[config.mk]
export PLATFORM = sky130hd
export DESIGN_NAME = fwd_scoreboard
export DESIGN_NICKNAME = d
export VERILOG_FILES = /design/src/rtl/fwd_scoreboard.sv
export SDC_FILE = /design/constraint.sdc
export NUM_CORES = 1
export LEC_CHECK = 0
export BUFFER_PORTS_ARGS = -buffer_cell sky130_fd_sc_hd__buf_4
export CORE_MARGIN = 4
export CORE_UTILIZATION = 45
export DETAILED_ROUTE_END_ITERATION = 10
export GPL_TIMING_DRIVEN = 0
export PLACE_DENSITY_LB_ADDON = 0.1
export SYNTH_ARGS = -nofsm -noshare
export SYNTH_HDL_FRONTEND = slang
export SYNTH_SLANG_ARGS = --single-unit
[constraint.sdc]
create_clock -name clk -period 5.05 [get_ports clk]
set_input_delay 0.2525 -clock clk [delete_from_list [all_inputs] [get_ports clk]]
set_output_delay 0.2525 -clock clk [all_outputs]
set_load 0.02 [all_outputs]
[src/rtl/fwd_scoreboard.sv]
// fwd_scoreboard: forwarding select and load-use stall unit for the integer pipeline
// Ports: clk/rst (async active-high); id_* describe the instruction leaving ID
// (destination, write enable, result latency, sources and source-used mask);
// hold freezes everything, flush drops the ID instruction; fwd_sel is the
// registered per-port select (0 = regfile, s = slot s), stall is combinational.
module fwd_scoreboard #(
    parameter int REG_BITS   = 5,
    parameter int STAGES     = 3,
    parameter int READ_PORTS = 2,
    parameter int SEL_BITS   = $clog2(STAGES + 1)
) (
    input  logic                           clk,
    input  logic                           rst,
    input  logic                           id_valid,
    input  logic [REG_BITS-1:0]            id_rd,
    input  logic                           id_regwrite,
    input  logic [SEL_BITS-1:0]            id_lat,
    input  logic [READ_PORTS*REG_BITS-1:0] id_rs,
    input  logic [READ_PORTS-1:0]          id_rs_used,
    input  logic                           hold,
    input  logic                           flush,
    output logic [READ_PORTS*SEL_BITS-1:0] fwd_sel,
    output logic                           stall
);
    logic [STAGES-1:0]                     r_valid;
    logic [STAGES-1:0]                     r_wr;
    logic [STAGES-1:0][REG_BITS-1:0]       r_rd;
    logic [STAGES-1:0][SEL_BITS-1:0]       r_lat;
    logic [READ_PORTS*SEL_BITS-1:0]        r_sel;
    logic [READ_PORTS*SEL_BITS-1:0]        w_tgt;
    logic [READ_PORTS-1:0]                 w_haz;
    logic [SEL_BITS-1:0]                   w_lat;

    assign w_lat = (id_lat == '0) ? SEL_BITS'(1) :
                   (id_lat > SEL_BITS'(STAGES)) ? SEL_BITS'(STAGES) : id_lat;

    // Scan oldest to youngest so the youngest match overwrites older ones.
    always_comb begin
        w_tgt = '0;
        w_haz = '0;
        for (int p = 0; p < READ_PORTS; p++)
            for (int k = STAGES - 1; k >= 0; k--)
                if (r_valid[k] && r_wr[k] && r_rd[k] != '0 && id_rs_used[p] &&
                    r_rd[k] == id_rs[p*REG_BITS +: REG_BITS]) begin
                    w_tgt[p*SEL_BITS +: SEL_BITS] = SEL_BITS'(k + 1);
                    w_haz[p] = r_lat[k] > SEL_BITS'(k + 1);
                end
    end

    assign stall   = id_valid & (|w_haz) & ~flush;
    assign fwd_sel = r_sel;

    // Flush still bubbles slot 0 under hold; otherwise hold freezes everything.
    always_ff @(posedge clk or posedge rst) begin
        if (rst) begin
            r_valid <= '0;
            r_wr    <= '0;
            r_rd    <= '0;
            r_lat   <= '0;
            r_sel   <= '0;
        end else if (flush || !hold) begin
            if (!hold)
                for (int k = STAGES - 1; k > 0; k--) begin
                    r_valid[k] <= r_valid[k-1];
                    r_wr[k]    <= r_wr[k-1];
                    r_rd[k]    <= r_rd[k-1];
                    r_lat[k]   <= r_lat[k-1];
                end
            r_valid[0] <= id_valid & ~flush & ~stall;
            r_wr[0]    <= id_regwrite;
            r_rd[0]    <= id_rd;
            r_lat[0]   <= w_lat;
            r_sel      <= (flush || stall) ? '0 : w_tgt;
        end
    end
endmodule

==> key figures, run 1 <==
Flow run
  • MaxCap Viol Count: 0

Synthesis
  • Synthesis-stage register bit count: 29
  • Async SR Flop Fraction: 100%
  • Post-synth EDFFs: 0
  • Net Count, Synth: 179
  • Post-synthesis sequential area ratio: 42.5%
  • Synth warn: 0
  • Syn avg cell area: 11.1 sq um
  • Most frequent cell after synthesis: dfrtp_1
  • Syn Inst Count: 154
  • Area leader, netlist: dfrtp_1
  • Mapped Area: 1710 sq um
  • Yosys top cell area share: 42.5%
  • Top cells by area, synth: dfrtp_1, mux2_2, xnor2_1
  • Post-synth top flop: dfrtp_1
  • Commonest cells in the netlist: dfrtp_1, xnor2_1, mux2_2
  • Distinct cells, synth: 33

Detailed routing
  • WL final: 3840 microns
  • Residual DRC: 0
  • Routed Antenna Nets: 0
  • Routed length per instance: 16.2 microns
  • Drt first-iter violations: 113
  • Drt pass-1 iters: 4
  • Total number of vias: 1291
  • DR vias/cell: 5.45

Placement
  • Pre-CTS WS: 2860 ps
  • Area after DPL: 1970 sq um
  • Final HPWL DP: 3080 microns
  • Gpl congestion: 0.858
  • Port bufs: 27

CTS
  • CTS Buffer Depth: 2
  • Num CTS Buffers: 5
  • Total clock sinks: 29
  • CTS tree: done
  • Clk slew on worst S/H paths: 60 ps
  • Post-CTS Hold Buffers: 0
  • Post-cts gate resize count: 0
  • Post-CTS setup buffers: 0
  • Clock insertion delay at the later pin of the skew report: 280 ps
  • Root buffer cell: clkbuf_8
  • H-tree depth reported by CTS: 2

Critical path
  • R2R setup slack: 2990 ps
  • Crit. End Element: primary output
  • Critical path type: reg2out
  • Arr. time, crit path: 2230 ps
  • Crit-path slowest cell: or4_1
  • Max FO, Critical Path: 5
  • Worst reg2reg endpoint: fwd_sel[2]
  • FF-to-FF path depth: 7
  • WP data required: 4800 ps
  • Critical path's largest stage delay: 540 ps
  • Critical Path Source Type: flip-flop
  • RR Startpoint: r_rd[3]
  • Worst-path cell chain: xnor2_1 > nand4_1 > or4_1 > o22ai_1 > nand2b_1 > a21oi_1 > buf_4

Finish
  • Design area: 2060 sq um
  • Storage element area: 726 sq um
  • Area of the multi-input gates: 952 sq um
  • Area growth syn-to-layout: 20.4%
  • Share of layout cells above drive strength 1: 35.4%
  • NumNets Final: 213
  • Inserted Diodes: 0
  • Filler instances: 323

Pwr
  • PwrDens: 287 nW/um^2
  • Pleak: 0.800 nW
  • Peak supply drop: 0.000193 V

STA
  • Final period utilization: 49.2%
  • Final worst setup slack: 2570 ps
  • Clock Skew: 4.96 ps
  • Fin Setup TNS: 0 ps
  • Rel. slew slack: 25.4%
  • RSZ-0062 raised after global routing: no
  • Final Setup Violations: 0
  • Crit path time final: 2480 ps
  • Pins over their slew limit: 0
  • Worst-Margin Slew: 1120 ps
  • Max Fclk: 403 MHz
  • Final hold violation count: 0

Die
  • Ports: 30
  • Initial Utilization: 46.7%
  • DIE AREA: 4840 sq um
  • Core area: 3660 sq um
  • Std-Cell Rows: 22
  • Chip Width: 69.6 microns
  • Die height: 69.6 microns

Worst hold path
  • Hold path cells: 2
  • Min-delay src: id_lat[1]
  • Worst Hold End: r_lat[0]
  • Worst hold path class: in2reg

Global route
  • Largest net degree at the start of global routing: 30
  • Wire length of the first global-routing pass: 6560 microns
  • Vias in the first global route: 1373
  • Initial antenna violation count: 0
  • GRT Util Overall: 17.2%
  • Total congestion overflow: 0

Outcome
  • Status: finished clean
==> critical path: cells and delay by family, from the launching register on <==
kind	cells	cell delay, ps
buffers and inverters	1	160
AO/OA/AOI/OAI	2	350
XOR/XNOR	1	190
flip-flops	1	460
AND/OR/NAND/NOR	3	790
==> sequential cells by signal (all words and copies together), names as in the netlist <==
name,count
fwd_sel,4
r_lat,4
r_rd,15
r_valid,3
r_wr,3
==> layer usage <==
layer,global-route usage [%],up-vias,share of wire [%]
met5,0,-,0
met4,5.21,0,1.3
met3,5.07,5,5.0
met2,29.2,33,51
met1,21.0,621,43
li1,-,632,-
==> layout by cell type (no fill, tap or decap), drive strengths merged, types with 3 or more instances in the layout <==
cell type and instances:
dfrtp 29, buf 27, xnor2 26, mux2 23, nand2 10, clkbuf 10
nand4 9, nor2 6, or4 5, a21oi 5, xor2 4, nor3 4
nand3b 3, inv 3, o21ai 3
==> kinds of logic (layout without fill, tap and decap cells) <==
group                     count (synthesis)  count (layout)  share of synthesized area, %
xor gates and xnor gates                 30              30                          15.4
AOI/OAI and AO/OA                        18              18                          9.23
buffers and inverters                     8              43                          1.76
and+or+nand+nor                          46              46                          16.0
muxes                                    23              23                          15.2
DFF                                      29              29                          42.5
==> how the worst max path moves through the flow <==
stage	from	end	slack, ps	cells past startpoint
4_1_cts	r_rd[9]	stall	2540	7
3_5_place_dp	r_rd[9]	stall	2860	7
3_3_place_gp	r_rd[9]	stall	2880	7
2_1_floorplan	r_rd[9]	stall	2980	6
5_1_grt	r_rd[8]	stall	2480	7
6_report	r_rd[9]	stall	2570	7
==> per-stage QoR <==
stage          std cells  total power [mW]  hold WS [ps]  utilization (%)
2_1_floorplan        154             0.367           331                -
3_3_place_gp         229             0.404           441             53.8
3_5_place_dp         229             0.409           457             53.8
4_1_cts              237             0.596           157             56.2
5_1_grt              237             0.625           143             56.2
6_report             237             0.589           157             56.2
==> final cells by class <==
| class | count | area share, % |
|---|---|---|
| Multi-Input combinational cell | 117 | 46.3 |
| Sequential cell | 29 | 35.3 |
| Timing Repair Buffer | 27 | 9.85 |
| Clock buffer | 5 | 3.35 |
| Tap cell | 48 | 2.92 |
| Buffer | 5 | 0.912 |
| Clock inverter | 3 | 0.852 |
| Inverter | 3 | 0.547 |
==> where the power goes <==
part / switching [mW] / total, mW / internal (mW)
combinational: 0.0469 / 0.113 / 0.0657
clock: 0.0900 / 0.185 / 0.0947
sequential: 0.0351 / 0.292 / 0.257
total: 0.172 / 0.589 / 0.417
No activity file was read; power rests on OpenSTA's default activity.
==> run 2: changes to the inputs <==
Settings changed: ABC_AREA set to 1.
Clock period 5.05 ns to 2.35 ns, I/O delays scaled along.
==> run 2 against run 1 <==
  * Cell area is 3.5% higher
  * Register-to-register slack worse by 2200 ps
  * Total power is 140% higher
  * Critical path depth is 5 higher
  * Flip-flop and latch count stayed put
  * Largest cell class unchanged
  * Clock skew is 2.6 ps lower
  * Cell count is 44% higher
  * Sequential share of layout area is 1.2 points lower
==> key figures, run 2 <==
STA
  • Fin Setup TNS: 0 ps (unchanged)
  • Final hold violation count: 0 (unchanged)
  • Final worst setup slack: 389 ps (-2180 ps)
  • Final period utilization: 83.4%
  • Final Setup Violations: 0 (unchanged)
  • Max Fclk: 510 MHz
  • Rel. slew slack: 25.4% (-0.044 points)
  • RSZ-0062 raised after global routing: no
  • Clock Skew: 2.39 ps (-2.57 ps)
  • Worst-Margin Slew: 1120 ps (+0.652 ps)
  • Pins over their slew limit: 0 (unchanged)
  • Crit path time final: 1960 ps

Critical path
  • Worst reg2reg endpoint: fwd_sel[3]
  • R2R setup slack: 790 ps (-2200 ps)
  • Arr. time, crit path: 1840 ps (-390 ps)
  • Critical Path Source Type: flip-flop
  • Crit. End Element: primary output
  • Critical path type: reg2out
  • RR Startpoint: r_rd[6]
  • WP data required: 2230 ps (-2570 ps)
  • Max FO, Critical Path: 6 (+1)
  • FF-to-FF path depth: 12 (+5)

Global route
  • Total congestion overflow: 0 (unchanged)
  • Initial antenna violation count: 0 (unchanged)
  • GRT Util Overall: 19.5% (+2.3 points)
  • Wire length of the first global-routing pass: 7580 microns (+16%)
  • Largest net degree at the start of global routing: 30 (unchanged)
  • Vias in the first global route: 1676 (+22%)

CTS
  • CTS Buffer Depth: 2 (unchanged)
  • Clk slew on worst S/H paths: 70 ps (about the same)
  • Total clock sinks: 29 (unchanged)
  • Num CTS Buffers: 5 (unchanged)
  • Post-CTS setup buffers: 0 (unchanged)
  • Clock insertion delay at the later pin of the skew report: 280 ps (about the same)
  • Post-cts gate resize count: 0 (unchanged)
  • H-tree depth reported by CTS: 2 (unchanged)
  • Post-CTS Hold Buffers: 0 (unchanged)
  • Root buffer cell: clkbuf_8
  • CTS tree: done

Placement
  • Port bufs: 28 (+3.7%)
  • Final HPWL DP: 3380 microns (+9.7%)
  • Area after DPL: 2010 sq um (+1.9%)
  • Gpl congestion: 0.892 (+4.0%)
  • Pre-CTS WS: 682 ps (-2180 ps)

Finish
  • Commonest non-fill, non-tap cell in the layout: nand2_1
  • Max FFs per register: 15 (unchanged)
  • Most frequent cells in the layout: nand2_1, dfrtp_1, buf_4
  • Design area: 2130 sq um (+3.5%)
  • Share of layout cells above drive strength 1: 19.7% (-16 points)
  • Most flop-heavy register: r_rd
  • Area growth syn-to-layout: 22.5%
  • NumNets Final: 318 (+49%)
  • Inserted Diodes: 0 (unchanged)

Detailed routing
  • Routed length per instance: 12.8 microns (-21%)
  • Total number of vias: 1691 (+31%)
  • DR top layer: met4
  • Drt pass-1 iters: 4 (unchanged)
  • Routed wl met2: 2020 microns (+3.6%)
  • Residual DRC: 0 (unchanged)
  • DR vias/cell: 4.94 (-9.2%)
  • Routed Antenna Nets: 0 (unchanged)
  • DR WL met3: 251 microns (+32%)
  • WL final: 4380 microns (+14%)
  • Drt first-iter violations: 134 (+19%)
  • M1 WL: 2080 microns (+26%)

Synthesis
  • Synthesis-stage register bit count: 29 (unchanged)
  • Top cells by area, synth: dfrtp_1, nand2_1, o21ai_0
  • Commonest cells in the netlist: nand2_1, dfrtp_1, inv_1
  • Syn avg cell area: 6.74 sq um (-39%)
  • Post-synthesis sequential area ratio: 41.8% (-0.73 points)
  • Yosys top cell area share: 41.8% (-0.73 points)
  • Synth warn: 0 (unchanged)
  • Area leader, netlist: dfrtp_1
  • Post-synth top flop: dfrtp_1
  • Net Count, Synth: 283 (+58%)
  • Post-synth EDFFs: 0 (unchanged)
  • Distinct cells, synth: 21 (-36%)
  • Syn Inst Count: 258 (+68%)
  • Async SR Flop Fraction: 100% (unchanged)
  • Mapped Area: 1740 sq um (+1.8%)
  • Most frequent cell after synthesis: nand2_1

Pwr
  • Int Pwr: 986 uW (+140%)
  • Clock Power Share: 39.9% (+8.6 points)
  • Switching pwr: 400 uW (+130%)
  • Sequential Power Share: 42.8% (-6.7 points)
  • PwrDens: 651 nW/um^2 (+130%)
  • Pleak: 1.18 nW (+47%)
  • Pwr Total: 1.39 mW (+140%)
  • Sw Share: 28.8% (-0.36 points)
  • Peak supply drop: 0.000430 V (+120%)
  • Gate power share: 17.3% (-1.8 points)

Flow run
  • MaxCap Viol Count: 0 (unchanged)

Die
  • Chip Width: 70.1 microns (+0.78%)
  • DIE AREA: 4920 sq um (+1.6%)
  • Core area: 3690 sq um (+0.75%)
  • Ports: 30 (unchanged)
  • Initial Utilization: 47.1% (+0.47 points)
  • Die height: 70.1 microns (+0.78%)
  • Std-Cell Rows: 22 (unchanged)

Outcome
  • Status: finished clean

Worst hold path
  • Hold path cells: 3 (+1)
  • Min-delay src: id_rd[4]
  • Worst Hold End: r_rd[4]
  • Worst hold path class: in2reg
## run 2: cell types whose count changed after synthesis, moves of 4 or more
cell	delta
nand2_1	+88
inv_1	+24
mux2_2	-22
xnor2_1	-22
o21ai_0	+21
nor2_1	+16
inv_2	+11
nand3_1	+10
nand4_1	-7
a21oi_1	+4
or4_1	-4
## run 2: worst max-delay path by stage
stage                       start    end  slack (ps)  depth (start not counted)
after floorplan           r_rd[6]  stall         860                         11
after global placement    r_rd[6]  stall         690                         12
after detailed placement  r_rd[6]  stall         680                         12
after CTS                 r_rd[6]  stall         360                         12
after global routing      r_rd[6]  stall         180                         12
final                     r_rd[6]  stall         390                         12
## run 2: logic make-up after synthesis
group,Yosys count,share of synthesized area [%]
XOR/XNOR,7,3.53
AND/OR/NAND/NOR,144,34.4
AO/OA/AOI/OAI,34,10.4
multiplexers,1,0.648
flip-flops,29,41.8
buffers and inverters,43,9.29
## run 2: area by class of cell
| cell class | instances | area, sq um |
|---|---|---|
| buffer | 5 | 18.8 |
| clock buffer | 6 | 82.6 |
| clock inverter | 2 | 37.5 |
| fill | 388 | 1560 |
| inverter | 38 | 143 |
| multi-input combinational | 186 | 851 |
| sequential | 29 | 726 |
| tap | 48 | 60.1 |
| timing repair buffer | 28 | 210 |
## run 2: critical path: stages, from the launching register on
cell     delay [ps]
dfrtp_1         390
inv_1           160
nor2_1           60
nor2_1          130
nand3_1         110
nor2_2          140
nand2_2          70
nand2_1          60
nand2_1          40
nand2_1          60
nand2_2          80
nor2_1          100
buf_4           140
## run 2: stage by stage
| stage | instances | util (%) | hold WS (ps) |
|---|---|---|---|
| 3_3_place_gp | 334 | 54.4 | 323 |
| 3_5_place_dp | 334 | 54.4 | 332 |
| 5_1_grt | 342 | 57.7 | 50.5 |
| 6_report | 342 | 57.7 | 37.2 |
| 4_1_cts | 342 | 57.7 | 36.2 |
| 2_1_floorplan | 258 | - | 196 |
## run 2: power groups by stage
stage          clock, mW  sequential, mW  combinational, mW
6_report           0.553           0.593              0.240
5_1_grt            0.582           0.598              0.278
4_1_cts            0.561           0.591              0.241
3_5_place_dp           0           0.601              0.240
3_3_place_gp           0           0.600              0.237
2_1_floorplan          0           0.588              0.160
## run 2: metal layers
metal  GRT usage (%)  up-vias
li1                -      869
met1            26.5      777
met2            29.9       39
met3            6.19        6
met4            5.11        0
met5               0        -
==> run 3: changes to the inputs <==
Clock period 2.35 ns to 2 ns, I/O delays scaled along.
==> run 3 against run 2 <==
  * Combinational power up 18%
  * Total power up 18%
  * Critical path type unchanged
  * Non-clock buffer count up 1
==> key figures, run 3 (same netlist as run 2, synthesis figures left out) <==
Placement
  • Final HPWL DP: 3380 microns (unchanged)
  • Placed Cells: 334 (unchanged)
  • Port bufs: 28 (unchanged)
  • Pre-CTS WS: 350 ps (-332 ps)
  • Gpl congestion: 0.892 (unchanged)

Die
  • Core area: 3690 sq um (unchanged)
  • DIE AREA: 4920 sq um (unchanged)
  • Chip Width: 70.1 microns (unchanged)
  • Initial Utilization: 47.1% (unchanged)
  • Std-Cell Rows: 22 (unchanged)
  • Die height: 70.1 microns (unchanged)
  • Ports: 30 (unchanged)

Finish
  • Fin util: 58.0% (+0.34 points)
  • Area growth syn-to-layout: 23.2%
  • Most flop-heavy register: r_rd
  • Filler instances: 385 (-0.77%)
  • Non-Filler Instances: 343 (+0.29%)
  • Most frequent cells in the layout: nand2_1, dfrtp_1, buf_4
  • NumNets Final: 319 (+0.31%)
  • Max FFs per register: 15 (unchanged)
  • Commonest non-fill, non-tap cell in the layout: nand2_1
  • Share of layout cells above drive strength 1: 21.4% (+1.6 points)
  • Inserted Diodes: 0 (unchanged)

CTS
  • CTS tree: done
  • Post-CTS Hold Buffers: 0 (unchanged)
  • Total clock sinks: 29 (unchanged)
  • H-tree depth reported by CTS: 2 (unchanged)
  • Root buffer cell: clkbuf_8
  • Clk slew on worst S/H paths: 70 ps (about the same)
  • Clock insertion delay at the later pin of the skew report: 280 ps (about the same)
  • CTS Buffer Depth: 2 (unchanged)
  • Num CTS Buffers: 5 (unchanged)

Critical path
  • Max FO, Critical Path: 5 (-1)
  • Crit. End Element: primary output
  • Critical Path Source Type: flip-flop
  • Arr. time, crit path: 1840 ps (about the same)
  • Critical path type: reg2out
  • WP data required: 1900 ps (-330 ps)

Global route
  • Top Usage Layer GRT: met2
  • Initial antenna violation count: 0 (unchanged)
  • Met1 Usage GRT: 26.5% (unchanged)
  • Total congestion overflow: 0 (unchanged)
  • Wire length of the first global-routing pass: 7580 microns (unchanged)
  • GRT Util Overall: 19.5% (unchanged)
  • Vias in the first global route: 1676 (unchanged)
  • Met3 Track Usage GR: 6.19% (unchanged)
  • M2 GR Usage: 29.9% (unchanged)
  • Largest net degree at the start of global routing: 30 (unchanged)

STA
  • Max Fclk: 516 MHz
  • Worst-Margin Slew: 1110 ps (-10.0 ps)
  • Final worst setup slack: 63.6 ps (-325 ps)
  • Hold Slack: 20.7 ps (-16.5 ps)
  • RSZ-0062 raised after global routing: yes
  • Final Setup Violations: 0 (unchanged)
  • Crit path time final: 1940 ps
  • Rel. slew slack: 26.0% (+0.67 points)
  • Final period utilization: 96.8%
  • Clock Skew: 2.50 ps (+0.109 ps)
  • Fin Setup TNS: 0 ps (unchanged)
  • Final hold violation count: 0 (unchanged)
  • Pins over their slew limit: 0 (unchanged)

Outcome
  • Status: finished clean

Detailed routing
  • Drt pass-1 iters: 4 (unchanged)
  • Routed Antenna Nets: 0 (unchanged)
  • WL final: 4400 microns (+0.48%)
  • Routed length per instance: 12.8 microns (+0.19%)
  • Residual DRC: 0 (unchanged)
  • Total number of vias: 1698 (+0.41%)
  • Drt first-iter violations: 122 (-9.0%)
  • DR vias/cell: 4.95 (+0.12%)

Pwr
  • Pleak: 1.18 nW (+0.11%)
  • PwrDens: 761 nW/um^2 (+17%)
  • Peak supply drop: 0.000526 V (+22%)

Flow run
  • MaxCap Viol Count: 0 (unchanged)

Worst hold path
  • Worst hold path class: in2reg
## run 3: stage by stage
stage	instance area, sq um	power [mW]
after global placement	2010	0.984
after CTS	2130	1.64
after global routing	2140	1.71
after detailed placement	2010	0.988
after floorplan	1740	0.878
final	2140	1.63
## run 3: area by class of cell
| cell class | count | area, sq um | share of cell area (%) |
|---|---|---|---|
| plain buffers | 5 | 18.8 | 0.877 |
| inverters | 38 | 143 | 6.66 |
| clock inverters | 2 | 37.5 | 1.75 |
| well taps | 48 | 60.1 | 2.81 |
| clock buffers | 6 | 82.6 | 3.86 |
| flip-flops and latches | 29 | 726 | 33.9 |
| repair buffers | 29 | 218 | 10.2 |
| multi-input cells | 186 | 856 | 40.0 |
## run 3: path summary, 6_finish.rpt
path                            start          to  slack [ps]  depth (start not counted)
max                           r_rd[9]       stall          60                         13
max in group asynchronous         rst     r_rd[5]        1230                          2
min in group asynchronous         rst     r_rd[3]         100                          2
min                          id_rd[4]     r_rd[4]          20                          3
max reg2reg                   r_rd[9]  fwd_sel[3]         320                         14
min reg2reg                fwd_sel[0]  fwd_sel[0]         480                          2
## run 3: where the power goes
part	switching [mW]	internal (mW)	leakage, nW
clock	0.244	0.405	0.0574
combinational	0.168	0.115	0.759
sequential	0.0582	0.639	0.360
total	0.470	1.16	1.18
## run 3: per-layer routing
metal,routed length (microns),share of wire (%)
met1,2100,48
met4,46,1.0
met2,2020,46
met3,237,5.4
met5,0,0
## run 3: what timing repair did
item | 4_1_cts | 5_1_grt
setup endpoints to repair | 0 | 1
resized for setup | 0 | 4
setup buffers | 0 | 1
## run 3: worst max-delay path, cell delays in order, from the launching register on
cell and delay (ps):
dfrtp_1 450, inv_2 60, nand2_1 50, nand2_1 40, nor2_1 110, nand3_1 100, nor2_2 150, nand2_2 70
nand2_1 70, nand2_1 60, nand2_2 60, nand2_2 70, nor2_1 110, buf_4 140
